==> config.mk <==
export PLATFORM = sky130hd
export DESIGN_NAME = mux_scan_nx1
export DESIGN_NICKNAME = d
export VERILOG_FILES = /design/src/rtl/mux_pkg.sv /design/src/rtl/find_next_set.sv /design/src/rtl/mux_scan_nx1.sv
export SDC_FILE = /design/constraint.sdc
export NUM_CORES = 1
export LEC_CHECK = 0
export CORE_ASPECT_RATIO = 0.8
export CORE_MARGIN = 10
export CORE_UTILIZATION = 42
export CTS_BUF_LIST = sky130_fd_sc_hd__clkbuf_16
export CTS_CLUSTER_DIAMETER = 100
export DETAILED_ROUTE_END_ITERATION = 12
export GPL_TIMING_DRIVEN = 0
export HOLD_SLACK_MARGIN = 0.05
export PLACE_DENSITY = 0.81
export REMOVE_ABC_BUFFERS = 1
export SLEW_MARGIN = 40
export SYNTH_ARGS = -nofsm -noshare
export SYNTH_HDL_FRONTEND = slang
export SYNTH_SLANG_ARGS = --single-unit
==> constraint.sdc <==
create_clock -name clk -period 4.52 [get_ports clk]
set_input_delay 0.904 -clock clk [delete_from_list [all_inputs] [get_ports clk]]
set_output_delay 0.904 -clock clk [all_outputs]
set_load 0.01 [all_outputs]
==> src/rtl/mux_pkg.sv <==
// -----------------------------------------------------------------------------
// mux_pkg
// Shared definitions for the scan multiplexer family.
//   MODE_MANUAL / MODE_SCAN : encoding of the mode input.
//   clog2_min1()            : $clog2 with a floor of 1, for counters that must
//                             keep at least one bit even when they never count.
// -----------------------------------------------------------------------------
package mux_pkg;

    localparam logic MODE_MANUAL = 1'b0;
    localparam logic MODE_SCAN   = 1'b1;

    function automatic int unsigned clog2_min1(input int unsigned value);
        int unsigned result;
        result = $clog2(value);
        if (result < 1) begin
            result = 1;
        end
        return result;
    endfunction

endpackage

==> src/rtl/find_next_set.sv <==
// -----------------------------------------------------------------------------
// find_next_set
// Combinational cyclic search for the next set bit of mask strictly after idx.
// idx itself is the last candidate, so a lone set bit at idx finds itself.
// Ports:
//   idx     (in,  SW) : starting index, must be < N
//   mask    (in,  N)  : candidate bits
//   next    (out, SW) : index found (idx when nothing is set)
//   found   (out, 1)  : at least one mask bit is set
//   wrapped (out, 1)  : found and next <= idx (search went past the top)
// -----------------------------------------------------------------------------
module find_next_set
    import mux_pkg::*;
#(
    parameter int unsigned N = 8,
    localparam int unsigned SW = $clog2(N)
) (
    input  logic [SW-1:0] idx,
    input  logic [N-1:0]  mask,
    output logic [SW-1:0] next,
    output logic          found,
    output logic          wrapped
);

    logic [SW-1:0] cand;

    // Walk offsets from farthest to nearest so the nearest hit is written last.
    always_comb begin
        next  = idx;
        found = 1'b0;
        cand  = '0;
        for (int unsigned off = N; off >= 1; off--) begin
            cand = SW'((32'(idx) + off) % N);
            if (mask[cand]) begin
                next  = cand;
                found = 1'b1;
            end
        end
        wrapped = found && (next <= idx);
    end

endmodule

==> src/rtl/mux_scan_nx1.sv <==
// -----------------------------------------------------------------------------
// mux_scan_nx1
// Registered N-to-1 multiplexer with manual channel select and auto-scan that
// dwells DWELL cycles on each enabled channel.
// Ports:
//   clk       (in)      : rising-edge clock
//   rst       (in)      : synchronous active-high reset
//   en        (in)      : sample / advance enable
//   mode      (in)      : MODE_MANUAL or MODE_SCAN
//   sel_load  (in)      : load sel_in into the current channel
//   sel_in    (in, SW)  : requested channel, ignored when >= N
//   mask      (in, N)   : per-channel valid bits
//   in_bus    (in, N*W) : channel i at [i*W +: W]
//   out       (out, W)  : registered sample of the current channel
//   out_ch    (out, SW) : channel that produced out
//   out_valid (out, 1)  : out sampled this cycle from an unmasked channel
//   wrap      (out, 1)  : pulse aligned with the first sample after a wrap
// -----------------------------------------------------------------------------
module mux_scan_nx1
    import mux_pkg::*;
#(
    parameter int unsigned N     = 8,
    parameter int unsigned W     = 8,
    parameter int unsigned DWELL = 4,
    localparam int unsigned SW   = $clog2(N)
) (
    input  logic            clk,
    input  logic            rst,
    input  logic            en,
    input  logic            mode,
    input  logic            sel_load,
    input  logic [SW-1:0]   sel_in,
    input  logic [N-1:0]    mask,
    input  logic [N*W-1:0]  in_bus,
    output logic [W-1:0]    out,
    output logic [SW-1:0]   out_ch,
    output logic            out_valid,
    output logic            wrap
);

    localparam int unsigned DW = clog2_min1(DWELL);
    localparam logic [DW-1:0] DWELL_LAST = DW'(DWELL - 1);

    logic [SW-1:0] cur_ch_q, cur_ch_d;
    logic [DW-1:0] dwell_q, dwell_d;
    // A wrap happens on the edge that moves cur_ch; it is reported one edge
    // later so it lines up with the first sample of the wrapped-to channel.
    logic          wrap_pend_q, wrap_pend_d;

    logic [W-1:0]  ch_data [N];
    logic [SW-1:0] next_ch;
    logic          next_found;
    logic          next_wrapped;
    logic          load_ok;

    for (genvar i = 0; i < N; i++) begin : g_unpack
        assign ch_data[i] = in_bus[i*W +: W];
    end

    find_next_set #(
        .N (N)
    ) u_find_next_set (
        .idx     (cur_ch_q),
        .mask    (mask),
        .next    (next_ch),
        .found   (next_found),
        .wrapped (next_wrapped)
    );

    assign load_ok = sel_load && (32'(sel_in) < N);

    always_comb begin
        cur_ch_d    = cur_ch_q;
        dwell_d     = dwell_q;
        wrap_pend_d = wrap_pend_q;
        if (en) begin
            wrap_pend_d = 1'b0;
            if (load_ok) begin
                cur_ch_d = sel_in;
                dwell_d  = '0;
            end else if (mode == MODE_MANUAL) begin
                dwell_d = '0;
            end else if (dwell_q < DWELL_LAST) begin
                dwell_d = dwell_q + 1'b1;
            end else begin
                dwell_d = '0;
                // Empty mask: stay put, keep counting, never wrap.
                if (next_found) begin
                    cur_ch_d    = next_ch;
                    wrap_pend_d = next_wrapped;
                end
            end
        end
    end

    always_ff @(posedge clk) begin
        if (rst) begin
            cur_ch_q    <= '0;
            dwell_q     <= '0;
            wrap_pend_q <= 1'b0;
            out         <= '0;
            out_ch      <= '0;
            out_valid   <= 1'b0;
            wrap        <= 1'b0;
        end else begin
            cur_ch_q    <= cur_ch_d;
            dwell_q     <= dwell_d;
            wrap_pend_q <= wrap_pend_d;
            if (en) begin
                // Sample with the pre-update channel.
                out       <= ch_data[cur_ch_q];
                out_ch    <= cur_ch_q;
                out_valid <= mask[cur_ch_q];
                wrap      <= wrap_pend_q;
            end else begin
                out_valid <= 1'b0;
                wrap      <= 1'b0;
            end
        end
    end

endmodule

==> summary.txt <==
Clock tree
  • Clock Tree Root: sky130_fd_sc_hd__clkbuf_16
  • Cts-stage hold buffer count: 0
  • Number of H-tree branching levels: 1
  • Clock buffer depth: 2
  • Number of buffers added by the clock tree synthesis step: 3
  • Post-CTS repair timing setup buffer count: 0
  • Number of resized instances in the post-cts repair step: 0
  • Clk slew on worst S/H paths: 50 ps
  • Latest clock arrival within the worst-skew pair: 250 ps
  • Sink count of the clock tree: 19
  • TritonCTS clock tree: done

STA
  • Worst-case setup margin in the final layout: 343 ps
  • Fmax: 239 MHz
  • Worst-margin pin slew: 735 ps
  • Worst rel slew slack: 0.509
  • Time the worst path needs with I/O delays and setup: 4180 ps
  • Max-slew violation count: 0
  • Final TNS setup: 0 ps
  • Final Hold Vio Count: 0
  • Setup repair after global routing missed its margin: no
  • Worst setup skew after layout: 4.66 ps
  • Post-route fraction of the period consumed by the critical path: 0.924
  • Final setup vio count: 0

Run
  • Reported max-cap violation count: 0

Critical path
  • Highest net fanout along the worst path: 16
  • Minimum setup slack among reg-to-reg paths: 340 ps
  • Largest incremental delay on the critical path: 590 ps
  • Slowest library cell on the worst path: sky130_fd_sc_hd__dfxtp_2
  • CP required: 4680 ps
  • Cells along the critical path: inv_1 -> ha_1 -> mux4_2 -> mux2_4 -> or3_4 -> a211oi_2 -> a21o_1 -> ha_1 -> nor2b_1 -> o21ai_0 -> a32oi_1 -> nor2_1 -> nand4_1 -> a21oi_1
  • Critical Path Most Common Cell: sky130_fd_sc_hd__ha_1
  • Worst setup SP type: flip-flop
  • Startpoint-to-endpoint class of the critical path: flip-flop to flip-flop
  • Critical path capture point type: flip-flop
  • Kind of cell adding the most delay to the critical path: multiplexers
  • Buffers & Inverters on Critical Path: 1
  • Arrival time of the worst setup path: 4340 ps

Routing
  • Number of design rule violations left after detail routing: 0
  • Detailed router's first-iteration violation count: 157
  • Total number of vias: 2108
  • Final routed wirelength across all metal layers: 6490 um
  • Routed vias/inst: 5.97
  • Final routed wire length divided by cell count: 18.4 um
  • First-pass detailed-route iteration total: 4
  • ANT nets after route: 0

Synthesis
  • Yosys warns: 0
  • Area fraction in compound gates after synthesis: 0.194
  • Synthesis-stage register bit count: 19
  • Summed instance area of the synthesized netlist: 2040 um2
  • Synth Area per Inst: 9.54 um2
  • Parity-gate share of the synthesized area counting xor and xnor cells: 0.0129
  • Adder-cell area share of the yosys netlist: 0.0368
  • Simple-gate share of the synthesized area: 0.163
  • Main flop type after synthesis: sky130_fd_sc_hd__dfxtp_1
  • Number of unique standard cell types used by synthesis: 52
  • EDFF count, synth: 0
  • Largest family of logic cells by synthesized area: multiplexers
  • Async S/R FF share, synth: 0
  • Number of instances in the synthesized netlist: 214
  • Register area share after synthesis: 0.186
  • Post-synthesis mux area share: 0.356

GRT
  • Number of global-route vias before repair: 2164
  • Pin count of the biggest net entering global routing: 32
  • Top Usage Layer GRT: met2
  • Met2 Resource Use GR: 0.260
  • Number of antenna violations at the first check in global routing: 0
  • Met3 routing resource usage after global routing: 0.0747
  • GRT Resource Usage Total: 0.150
  • Met1 GRT Util: 0.166
  • Grt total ovfl: 0
  • First-pass GRT wire length: 10200 um

Layout
  • Share of final-layout standard cells stronger than drive strength 1: 0.140
  • Final antenna diode count: 0
  • Leading cell types in the layout, fill and taps excluded: sky130_fd_sc_hd__clkdlybuf4s50_1, sky130_fd_sc_hd__mux4_2, sky130_fd_sc_hd__nor2_1, sky130_fd_sc_hd__nand2_1, sky130_fd_sc_hd__dfxtp_1
  • Final standard cell utilization of the core: 0.659
  • Most common cell after layout, fill and taps aside: sky130_fd_sc_hd__clkdlybuf4s50_1
  • Number of nets in the finished design: 380
  • Filler-free cell count of the finished design: 353
  • Syn-to-layout area delta: 50.3%

Die
  • Boundary pin count: 93
  • Core footprint: 4650 um2
  • Area of the die: 8060 um2
  • Core Rows: 22
  • Initial core utilization: 0.439
  • Y dimension of the die: 82.3 um
  • X dimension of the die: 97.9 um

Place
  • Placement-stage worst setup slack: 200 ps
  • Detailed Place HPWL: 5110 um
  • PortBufs: 92
  • RePlAce Congestion: 0.795
  • Total instance count after detailed placement: 349

Pwr
  • Standby leakage power: 1.12 nW
  • Largest voltage drop on the vdd net: 0.123 mV
  • Power Total: 721 uW
  • Power per standard cell area: 235 nW/um2

Min path
  • Class of the tightest hold or removal check: flip-flop to flip-flop

Status
  • Status: finished clean
[stage by stage]
step	area (um2)	hold WS (ps)
finish	3070	474
global placement	2960	454
CTS	3060	477
floorplan	1960	435
global route	3070	499
detailed placement	2990	467
[per-layer routing]
layer	share of wire	wire, um
met3	0.12	768
met5	0	0
met4	0.0023	15
met2	0.49	3170
met1	0.39	2540
[final timing paths]
kind | end | depth (start not counted) | start
setup / recovery | wrap_pend_q | 14 | cur_ch_q[1]
hold / removal | dwell_q[1] | 2 | dwell_q[1]
setup reg to reg | wrap_pend_q | 14 | cur_ch_q[1]
hold reg to reg | dwell_q[1] | 2 | dwell_q[1]
[worst min-delay path, cell delays in order (launching register included)]
cell and delay [ps]:
sky130_fd_sc_hd__dfxtp_1 310, sky130_fd_sc_hd__nand2b_1 60, sky130_fd_sc_hd__a21oi_1 50
[logic make-up (layout without fill, tap and decap cells)]
family / after synthesis / in the layout
simple gates: 66 / 66
compound gates: 54 / 54
mux: 41 / 41
buf+inv: 25 / 104
flops: 19 / 19
fa+ha+maj: 6 / 6
xor+xnor: 3 / 3
[state kept, by name, summed over array words and instances (netlist names)]
register	cells
cur_ch_q	3
dwell_q	2
out	8
out_ch	3
out_valid	1
wrap	1
wrap_pend_q	1
[cell type report]
| type | instances | area (um2) |
|---|---|---|
| fill | 374 | 1590 |
| clock inverter | 1 | 3.75 |
| inverter | 7 | 26.3 |
| timing repair buffer | 93 | 943 |
| clock buffer | 3 | 75.1 |
| sequential | 19 | 387 |
| multi-input combinational | 170 | 1560 |
| tap | 60 | 75.1 |
[power by group]
group | switching (mW) | internal (mW)
clock | 0.0617 | 0.118
sequential | 0.0224 | 0.178
combinational | 0.146 | 0.195
[synthesized netlist by cell type (5+ instances only)]
| master | number | area share |
|---|---|---|
| sky130_fd_sc_hd__mux4_2 | 23 | 0.25 |
| sky130_fd_sc_hd__dfxtp_1 | 19 | 0.19 |
| sky130_fd_sc_hd__nand2_1 | 19 | 0.035 |
| sky130_fd_sc_hd__nor2_1 | 19 | 0.035 |
| sky130_fd_sc_hd__a21oi_1 | 12 | 0.029 |
| sky130_fd_sc_hd__clkbuf_1 | 11 | 0.020 |
| sky130_fd_sc_hd__mux2i_1 | 11 | 0.054 |
| sky130_fd_sc_hd__a311oi_1 | 9 | 0.039 |
| sky130_fd_sc_hd__o21ai_0 | 8 | 0.020 |
| sky130_fd_sc_hd__inv_1 | 7 | 0.013 |
| sky130_fd_sc_hd__ha_1 | 6 | 0.037 |
| sky130_fd_sc_hd__mux2_2 | 5 | 0.028 |
| sky130_fd_sc_hd__nand2b_1 | 5 | 0.015 |
No activity file was read; power rests on OpenSTA's default activity.
